$ cat src/rtl/shared_bus_ctrl_pkg.sv
// Shared state encoding and default bus geometry for the shared bus controller.
package shared_bus_ctrl_pkg;

    localparam int DEF_WIDTH  = 32;
    localparam int DEF_ADDR_W = 16;

    typedef enum logic [2:0] {
        ST_IDLE  = 3'd0,
        ST_SETUP = 3'd1,
        ST_STB   = 3'd2,
        ST_TURN  = 3'd3,
        ST_RESP  = 3'd4
    } state_e;

endpackage

$ cat src/rtl/bus_timeout_cnt.sv
// Clear/enable saturating cycle counter. done_o marks the LIMIT-th enabled cycle,
// so the owner can leave its state on the edge that closes that cycle.
module bus_timeout_cnt #(
    parameter int LIMIT = 15
) (
    input  logic clk,
    input  logic rst_n,
    input  logic clr_i,
    input  logic en_i,
    output logic done_o
);

    localparam int            CW   = $clog2(LIMIT + 1);
    localparam logic [CW-1:0] LAST = CW'(LIMIT - 1);
    localparam logic [CW-1:0] MAX  = CW'(LIMIT);

    logic [CW-1:0] cnt_q;
    logic [CW-1:0] cnt_d;

    // Next count: clear wins, otherwise count up and stick at LIMIT.
    always_comb begin
        cnt_d = cnt_q;
        if (clr_i) begin
            cnt_d = {CW{1'b0}};
        end else if (en_i && (cnt_q != MAX)) begin
            cnt_d = cnt_q + CW'(1);
        end else begin
            cnt_d = cnt_q;
        end
    end

    // Count register with synchronous active-low reset.
    always_ff @(posedge clk) begin
        if (!rst_n) begin
            cnt_q <= {CW{1'b0}};
        end else begin
            cnt_q <= cnt_d;
        end
    end

    assign done_o = en_i && (cnt_q >= LAST);

endmodule

$ cat src/rtl/shared_bus_ctrl.sv
// Single-master shared bus controller: turns a valid/ready request into a strobed
// read/write cycle with guaranteed turnaround and an ack timeout.
module shared_bus_ctrl
    import shared_bus_ctrl_pkg::*;
#(
    parameter int WIDTH    = DEF_WIDTH,
    parameter int ADDR_W   = DEF_ADDR_W,
    parameter int TIMEOUT  = 15,
    parameter int TURN_CYC = 1
) (
    input  logic              clk,
    input  logic              rst_n,
    input  logic              req_valid,
    output logic              req_ready,
    input  logic              req_write,
    input  logic [ADDR_W-1:0] req_addr,
    input  logic [WIDTH-1:0]  req_wdata,
    output logic              rsp_valid,
    output logic [WIDTH-1:0]  rsp_rdata,
    output logic              rsp_err,
    output logic [ADDR_W-1:0] bus_addr,
    output logic [WIDTH-1:0]  bus_dout,
    output logic              bus_oe,
    input  logic [WIDTH-1:0]  bus_din,
    output logic              bus_wr_n,
    output logic              bus_rd_n,
    input  logic              bus_ack
);

    state_e            state_q;
    logic              wr_q;
    logic              err_q;
    logic [WIDTH-1:0]  rdata_q;
    logic [ADDR_W-1:0] bus_addr_q;
    logic [WIDTH-1:0]  bus_dout_q;
    logic              bus_oe_q;
    logic              bus_wr_n_q;
    logic              bus_rd_n_q;
    logic              rsp_valid_q;
    logic              rsp_err_q;
    logic [WIDTH-1:0]  rsp_rdata_q;
    logic              stb_done_s;
    logic              turn_done_s;

    bus_timeout_cnt #(.LIMIT(TIMEOUT)) u_stb_cnt (
        .clk    (clk),
        .rst_n  (rst_n),
        .clr_i  (state_q != ST_STB),
        .en_i   (state_q == ST_STB),
        .done_o (stb_done_s)
    );

    bus_timeout_cnt #(.LIMIT(TURN_CYC)) u_turn_cnt (
        .clk    (clk),
        .rst_n  (rst_n),
        .clr_i  (state_q != ST_TURN),
        .en_i   (state_q == ST_TURN),
        .done_o (turn_done_s)
    );

    // Transfer sequencer; every bus and response output is registered here.
    always_ff @(posedge clk) begin
        if (!rst_n) begin
            state_q     <= ST_IDLE;
            wr_q        <= 1'b0;
            err_q       <= 1'b0;
            rdata_q     <= {WIDTH{1'b0}};
            bus_addr_q  <= {ADDR_W{1'b0}};
            bus_dout_q  <= {WIDTH{1'b0}};
            bus_oe_q    <= 1'b0;
            bus_wr_n_q  <= 1'b1;
            bus_rd_n_q  <= 1'b1;
            rsp_valid_q <= 1'b0;
            rsp_err_q   <= 1'b0;
            rsp_rdata_q <= {WIDTH{1'b0}};
        end else begin
            case (state_q)
                ST_IDLE: begin
                    if (req_valid) begin
                        state_q    <= ST_SETUP;
                        wr_q       <= req_write;
                        err_q      <= 1'b0;
                        rdata_q    <= {WIDTH{1'b0}};
                        bus_addr_q <= req_addr;
                        bus_oe_q   <= req_write;
                        if (req_write) begin
                            bus_dout_q <= req_wdata;
                        end else begin
                            bus_dout_q <= bus_dout_q;
                        end
                    end else begin
                        state_q <= ST_IDLE;
                    end
                end
                ST_SETUP: begin
                    state_q    <= ST_STB;
                    bus_wr_n_q <= ~wr_q;
                    bus_rd_n_q <= wr_q;
                end
                ST_STB: begin
                    // An ack on the timeout edge still wins, so err is simply !ack.
                    if (bus_ack || stb_done_s) begin
                        state_q    <= ST_TURN;
                        bus_oe_q   <= 1'b0;
                        bus_wr_n_q <= 1'b1;
                        bus_rd_n_q <= 1'b1;
                        err_q      <= ~bus_ack;
                        if (bus_ack && !wr_q) begin
                            rdata_q <= bus_din;
                        end else begin
                            rdata_q <= rdata_q;
                        end
                    end else begin
                        state_q <= ST_STB;
                    end
                end
                ST_TURN: begin
                    if (turn_done_s) begin
                        state_q     <= ST_RESP;
                        rsp_valid_q <= 1'b1;
                        rsp_err_q   <= err_q;
                        rsp_rdata_q <= (wr_q || err_q) ? {WIDTH{1'b0}} : rdata_q;
                    end else begin
                        state_q <= ST_TURN;
                    end
                end
                ST_RESP: begin
                    state_q     <= ST_IDLE;
                    rsp_valid_q <= 1'b0;
                    rsp_err_q   <= 1'b0;
                    rsp_rdata_q <= {WIDTH{1'b0}};
                end
                default: begin
                    state_q     <= ST_IDLE;
                    bus_oe_q    <= 1'b0;
                    bus_wr_n_q  <= 1'b1;
                    bus_rd_n_q  <= 1'b1;
                    rsp_valid_q <= 1'b0;
                    rsp_err_q   <= 1'b0;
                    rsp_rdata_q <= {WIDTH{1'b0}};
                end
            endcase
        end
    end

    assign req_ready = (state_q == ST_IDLE);
    assign rsp_valid = rsp_valid_q;
    assign rsp_err   = rsp_err_q;
    assign rsp_rdata = rsp_rdata_q;
    assign bus_addr  = bus_addr_q;
    assign bus_dout  = bus_dout_q;
    assign bus_oe    = bus_oe_q;
    assign bus_wr_n  = bus_wr_n_q;
    assign bus_rd_n  = bus_rd_n_q;

endmodule
$ cat config.mk
export PLATFORM = sky130hd
export DESIGN_NAME = shared_bus_ctrl
export DESIGN_NICKNAME = d
export VERILOG_FILES = /design/src/rtl/shared_bus_ctrl_pkg.sv /design/src/rtl/bus_timeout_cnt.sv /design/src/rtl/shared_bus_ctrl.sv
export SDC_FILE = /design/constraint.sdc
export NUM_CORES = 1
export LEC_CHECK = 0
export CORE_UTILIZATION = 48
export DETAILED_ROUTE_END_ITERATION = 8
export PLACE_DENSITY = 0.84
export SLEW_MARGIN = 5
export SYNTH_ARGS = -nofsm -noshare
export SYNTH_HDL_FRONTEND = slang
export SYNTH_HIERARCHICAL = 1
export SYNTH_SLANG_ARGS = --single-unit
export TNS_END_PERCENT = 10
$ cat constraint.sdc
create_clock -name clk -period 3.6 [get_ports clk]
set_clock_uncertainty 0.1 [all_clocks]
set_input_delay 0.9 -clock clk [delete_from_list [all_inputs] [get_ports clk]]
set_output_delay 0.9 -clock clk [all_outputs]
set_load 0.03 [all_outputs]
# Yosys cells after proc, flatten, opt, wreduce, memory -nomap -nowiden
# Index checks and enable logic that the tools add are counted.
dict set report totals {
  register_bits 127
  in_bits 85
}
dict set report classes {
  n_bitwise 7
  mux 24
  n_eq_ne 11
  order_cmp 2
  reduce_logical 22
  add_sub_neg 2
}
# operator count
set op_table {}
lappend op_table {{2-to-1 mux 32 bit} 5}
lappend op_table {{case mux 32 bit (2 select lines)} 2}
lappend op_table {{case mux 3 bit (4 select lines)} 1}
lappend op_table {{2-to-1 mux 1 bit} 9}
lappend op_table {{case mux 1 bit (3 select lines)} 3}
lappend op_table {{AND reduction 3 bit} 3}
lappend op_table {{OR reduction 3 bit} 3}
lappend op_table {{!= test 2 bit, second input constant} 4}
lappend op_table {{NOT 1 bit} 7}
lappend op_table {{equality test 3 x 2 -> 1 bit, second input constant} 2}
lappend op_table {{!= test 3 x 2 -> 1 bit, second input constant} 2}
lappend op_table {{case mux 1 bit (2 select lines)} 3}
lappend op_table {{AND reduction 2 bit} 3}
lappend op_table {{logical AND 1 bit} 5}
lappend op_table {{adder 4 x 1 -> 4 bit, second input constant} 1}
lappend op_table {{greater-or-equal comparator 4 bit, second input constant} 1}
lappend op_table {{!= test 4 bit, second input constant} 1}
lappend op_table {{AND reduction 4 bit} 1}
lappend op_table {{OR reduction 2 bit} 2}
lappend op_table {{equality test 3 x 1 -> 1 bit, second input constant} 1}
lappend op_table {{equality test 3 bit, second input constant} 1}
lappend op_table {{logical NOT 3 bit} 1}
lappend op_table {{2-to-1 mux 3 bit} 1}
lappend op_table {{logical OR 1 bit} 2}
lappend op_table {{4 further kinds} 4}

# Logic depth before layout (Yosys ltp)
# Gate-level depths: netlist of run 1.
dict set report depth {
  depth_word 5
  ltp_mapped 10
}

# Cells and area by module
# Netlist of run 1, hierarchy kept.
# module seq_area_each_um2 cells_each area_each_um2 instances
set modules_own_cells {}
lappend modules_own_cells {shared_bus_ctrl 2442.3 485 4433.0 1}
lappend modules_own_cells {{bus_timeout_cnt at u_stb_cnt} 80.1 23 212.7 1}
lappend modules_own_cells {{bus_timeout_cnt at u_turn_cnt} 0.0 1 7.5 1}

# Worst setup path before layout of run 1
# Ideal clock, no wire load.
dict set report synth_path {
  path_kind {register -> output}
  from {register state_q[1]}
  to {output port req_ready}
  path_stages_with_launch 3
  path_slack_ns 1.340
  t_arrival_ns 1.260
  path_cell_list {dfxtp_1 clkbuf_1 nor3_1}
}
dict set report synth_via {
  elab_chain_len 1
}
# item line
set synth_lines {}
lappend synth_lines {{start, declared} shared_bus_ctrl.sv:30} ;# state_e state_q;
lappend synth_lines {{start signal, assigned} shared_bus_ctrl.sv:64} ;# state_q <= ST_IDLE;
lappend synth_lines {{start signal, assigned} shared_bus_ctrl.sv:80} ;# state_q <= ST_SETUP;
lappend synth_lines {{start signal, assigned} shared_bus_ctrl.sv:92} ;# state_q <= ST_IDLE;
lappend synth_lines {{logical NOT 3 bit} shared_bus_ctrl.sv:146} ;# assign req_ready = (state_q == ST_IDLE);
lappend synth_lines {{end, declared} shared_bus_ctrl.sv:14} ;# output logic req_ready,
# No other way between the ends.

# Worst setup path after layout of run 1
# Same ends and word-level chain as after synthesis.

==> flow_summary.yaml, run 1 <==
setup_path:
  cpPeakStageDelay_ns: 0.73
  arrival_ns: 1.93
  r2r_cells: 5
  crit_chain: "nor3_1 > clkdlybuf4s50_1"
  cp_max_fo: 17
  critical_path_cell_count: 2
  worstSetupPathType: "reg -> out"
  r2r_slack_ns: 1.31
  critical-path-top-delay-family: "buffers and inverters"
  endpoint_kind: "output port"
  worstSetupStartpointType: "flop"
  crit_path_top_delay_cell: "clkdlybuf4s50_1"
  cp_data_required_time_ns: 2.60
  path_buf_inv: 1
timing:
  fin_crit_ns: 2.93
  final-setup-viol-count: 0
  worst_slew_pin_slew_ns: 0.659
  hold_violations: 0
  min_period_over_period: 0.814
  max-slew-margin-rel: 0.561
  tns_ns: 0
  timing.final.ws_setup_ns: 0.668
  max_freq_mhz: 341
  slew_viol_final: 0
  rsz0062_at_grt: "false"
placement:
  place_congestion: 0.747
  port_buffers: 170
  pre_cts_slack_ns: 0.894
  place_hpwl_um: 8250
  numPlacedInstances: 775
grt:
  grt_use_met2: 0.417
  grt_pass1_wl_um: 19900
  track_usage: 0.251
  grt_max_degree: 67
  met3_usage: 0.0971
  antenna_found_initial: 0
  first_global_vias: 4217
  grt.overflow.total: 0
  grt_most_used_layer: "met2"
  gr-usage-met1: 0.292
synthesis:
  synth_area_leaders: "dfxtp_1, nand2_1, mux2i_1"
  synth.avg_cell_area_um2: 9.14
  syn_area_mm2: 0.00465
  synth-seq-area-share: 0.542
  ys_types: 37
  yosysWarnings: 6
  yosysTopAreaCell: "dfxtp_1"
  synth_top_area_share: 0.542
  synth_cells: 509
  ys_seq_elements: 126
  syn_nets: 596
floorplanning:
  io_pins: 171
  core_area_mm2: 0.00933
  rows: 35
  die_w_um: 100
  die_h_um: 100
  initial_core_util: 0.499
  die_area_mm2: 0.0101
pwr:
  clkPwrFrac: 0.456
  power.switching_mw: 0.881
  power.internal_mw: 2.63
  power_frac_seq: 0.423
  p_per_area_mw_per_mm2: 505
  combPwrFrac: 0.121
  switching_share: 0.251
  vdd_drop_max_uv: 404
  p_leak_nw: 2.74
cells_and_area:
  layout_common_cells: "clkdlybuf4s50_1, nand2_1, dfxtp_1"
  nets: 752
  nFillCells: 685
  drive_above_1_share: 0.0694
  layout_commonest_cell: "clkdlybuf4s50_1"
  multi_input_area_mm2: 0.00192
  seq_area_mm2: 0.00252
  fin_cells: 806
  num_antenna_cells: 0
  area_delta_synth_final_pct: 49.3
clocking:
  numCtsBuffers: 17
  clk_pin_slew_worst_paths_ns: 0.06
  cts-resized-gates: 0
  clkLatencyLatePin_ns: 0.50
  cts_sinks: 126
  clock_path_buffers: 2
  root_buffer: "clkbuf_8"
  cts_tree: "done"
  h-tree-depth: 4
  holdBufCountCts: 0
  cts_setup_buffers: 0
flow_run:
  cap_viol_max_count: 0
detailed_routing:
  wl_um: 12500
  avgRoutedWirePerCell_um: 15.5
  vias: 4235
  drt_iter0_drc: 152
  route.detailed.drc: 0
  ant_nets: 0
  firstDrtPassIters: 4
  viasPerCell: 5.25
worst_hold_path:
  hold_path.class: "reg -> reg"
  hold_path_depth: 2
outcome:
  status: "finished clean"
-- cell type report --
cell class / count / area share
inverters: 8 / 0.00432
well taps: 129 / 0.0232
repair buffers: 178 / 0.253
flip-flops and latches: 126 / 0.363
clock inverters: 14 / 0.0207
clock buffers: 17 / 0.0596
multi-input cells: 334 / 0.276
-- cells in the mapped netlist (all sizes together) --
cell type	instances
or2	1
and3b	1
inv	8
nor4b	3
o22ai	1
clkbuf	23
ha	2
and3	2
nor3b	2
nand2	134
o2111a	1
a21o	1
mux2i	32
nor3	5
nor2b	2
nor2	7
a211oi	1
a21oi	57
o32a	1
o21ai	1
nand2b	2
nand4	1
o21bai	1
or4b	1
a32o	1
a22o	32
buf	18
nand3	37
o31ai	2
and4b	3
dfxtp	126
-- metrics by stage --
step	hold slack (ns)	utilization	power (mW)	cell area, um^2
6_report	0.350	0.745	3.51	6950
5_1_grt	0.372	0.745	3.63	6950
4_1_cts	0.353	0.745	3.53	6950
3_5_place_dp	0.341	0.685	1.94	6390
3_3_place_gp	0.336	0.685	1.93	6390
2_1_floorplan	0.346	-	1.73	4650
-- cell families after synthesis --
family | share of synthesized area
simple gates | 0.196
flops | 0.542
compound gates | 0.139
buf+inv | 0.0489
mux | 0.0688
fa+ha+maj | 0.00538
-- worst paths after layout --
| check | start | to |
|---|---|---|
| hold reg to reg | rsp_rdata[7] | rsp_rdata[7] |
| hold / removal | rsp_rdata[7] | rsp_rdata[7] |
| setup reg to reg | state_q[1] | bus_wr_n |
| setup / recovery | state_q[1] | req_ready |
-- routing by layer --
metal | part of all wire | vias up
li1 | - | 2054
met1 | 0.40 | 1998
met2 | 0.49 | 157
met3 | 0.085 | 26
met4 | 0.024 | 0
met5 | 0 | -
-- power groups by stage --
stage / sequential (mW) / combinational [mW] / clock (mW)
floorplan: 1.57 / 0.163 / 0
global placement: 1.51 / 0.417 / 0
detailed placement: 1.51 / 0.424 / 0
CTS: 1.48 / 0.427 / 1.62
global route: 1.49 / 0.453 / 1.69
finish: 1.48 / 0.425 / 1.60
-- sequential cells by signal, indices dropped and copies added, names as in the netlist --
signal,flops
bus_addr,16
bus_dout,32
bus_oe,1
bus_rd_n,1
bus_wr_n,1
err_q,1
rdata_q,32
rsp_err,1
rsp_rdata,32
rsp_valid,1
state_q,3
u_stb_cnt/cnt_q,4
wr_q,1
-- tightest hold or removal path, stage by stage, from the launching register on --
cell and delay (ns):
dfxtp_1 0.31, nand2_1 0.05, a21oi_1 0.05
Note: power is estimated with default switching activity, not from simulation.
==> inputs of run 2 (changes only) <==
CORE_UTILIZATION = 44   (was 48)
PLACE_DENSITY = 0.77   (was 0.84)
clock period = 2.9 ns   (was 3.6 ns; I/O delays follow)
==> run 2 against run 1 <==
Clock-buffer cell count grew 5. Die area grew 8.9%. Hold slack worse by 0.00067 ns. Sequential power is 24% higher. Sequential share of layout area fell by 0.38 points. Design area grew 1.1%. Non-clock buffer count is 2 higher. Total power grew 29%. Critical path type unchanged. Critical endpoint unchanged. Largest power group unchanged.
==> flow_summary.yaml, run 2 (synthesized netlist as in run 1, its figures left out) <==
floorplanning:
  rows: 37
  die_area_mm2: 0.0110
  io_pins: 171
  initial_core_util: 0.453
  die_h_um: 105
  core_area_mm2: 0.0103
  die_w_um: 105
placement:
  pre_cts_slack_ns: 0.378
  place_congestion: 0.742
  port_buffers: 170
  placed_cell_area_mm2: 0.00641
  place_hpwl_um: 7940
grt:
  grt.overflow.total: 0
  first_global_vias: 4155
  grt_pass1_wl_um: 19900
  antenna_found_initial: 0
  grt_max_degree: 66
  track_usage: 0.229
setup_path:
  r2r_slack_ns: 0.59
  r2r-end: "bus_wr_n"
  arrival_ns: 1.96
  endpoint_kind: "output port"
  cp_data_required_time_ns: 2.08
  r2r_cells: 5
  worstSetupPathType: "reg -> out"
  cp_max_fo: 17
  rr_startpoint: "state_q[1]"
  worstSetupStartpointType: "flop"
pwr:
  vdd_drop_max_uv: 366
  p_per_area_mw_per_mm2: 643
  p_leak_nw: 2.78
cells_and_area:
  area_delta_synth_final_pct: 50.9
  layout_common_cells: "clkdlybuf4s50_1, nand2_1, dfxtp_1"
  fin_area_mm2: 0.00702
  nets: 754
  layout_commonest_cell: "clkdlybuf4s50_1"
  drive_above_1_share: 0.0721
  num_antenna_cells: 0
detailed_routing:
  avgRoutedWirePerCell_um: 14.9
  wl_um: 12100
  viasPerCell: 5.17
  drt_iter0_drc: 166
  vias: 4215
  ant_nets: 0
  firstDrtPassIters: 6
  route.detailed.drc: 0
timing:
  max_freq_mhz: 359
  min_period_over_period: 0.959
  max-slew-margin-rel: 0.604
  rsz0062_at_grt: "false"
  slew_viol_final: 0
  worst_slew_pin_slew_ns: 0.591
  hold_violations: 0
  final-setup-viol-count: 0
  timing.final.ws_setup_ns: 0.118
  fin_crit_ns: 2.78
  tns_ns: 0
clocking:
  cts_tree: "done"
  clk_pin_slew_worst_paths_ns: 0.06
  cts_sinks: 126
  cts_setup_buffers: 0
  clock_path_buffers: 2
  holdBufCountCts: 0
  h-tree-depth: 4
  numCtsBuffers: 17
  cts-resized-gates: 0
  clkLatencyLatePin_ns: 0.51
  root_buffer: "clkbuf_8"
worst_hold_path:
  hold_path.class: "reg -> reg"
  min_from: "rsp_rdata[9]"
  hold_end: "rsp_rdata[9]"
  hold_path_depth: 2
flow_run:
  cap_viol_max_count: 0
outcome:
  status: "finished clean"
run 2: routing by layer:
layer	share of wire	track usage	wire length [um]
met5	0	0	0
met4	0.013	0.0805	155
met3	0.096	0.0954	1170
met2	0.46	0.366	5640
met1	0.43	0.275	5170
run 2: critical path, cell delays in order (launching register included):
cell             delay (ns)
dfxtp_1                0.47
nor3_1                 0.23
clkdlybuf4s50_1        0.73
run 2: final cells by class:
cell class / count / area [um^2]
flip-flops and latches: 126 / 2520
clock buffers: 22 / 473
inverters: 8 / 30.0
repair buffers: 180 / 1770
well taps: 136 / 170
clock inverters: 10 / 135
fillers: 826 / 3260
multi-input cells: 334 / 1920
run 2: worst max path at each step:
stage	depth (start not counted)	from	end	slack [ns]
4_1_cts	2	state_q[1]	req_ready	0.11
2_1_floorplan	2	state_q[1]	req_ready	0.82
3_5_place_dp	4	req_valid	bus_oe	0.38
3_3_place_gp	4	req_valid	bus_oe	0.42
6_report	2	state_q[1]	req_ready	0.12
5_1_grt	2	state_q[1]	req_ready	0.02
run 2: report_power, final:
part | switching, mW | internal (mW) | total (mW)
logic | 0.282 | 0.256 | 0.538
registers | 0.0407 | 1.80 | 1.84
clock network | 0.747 | 1.40 | 2.14
run 2: metrics by stage:
| step | total power [mW] | hold slack, ns | utilization | instances |
|---|---|---|---|---|
| 3_5_place_dp | 2.41 | 0.342 | 0.624 | 784 |
| 4_1_cts | 4.55 | 0.350 | 0.683 | 816 |
| 3_3_place_gp | 2.40 | 0.338 | 0.624 | 784 |
| 5_1_grt | 4.68 | 0.366 | 0.683 | 816 |
| 6_report | 4.52 | 0.349 | 0.683 | 816 |
| 2_1_floorplan | 2.15 | 0.346 | - | 509 |
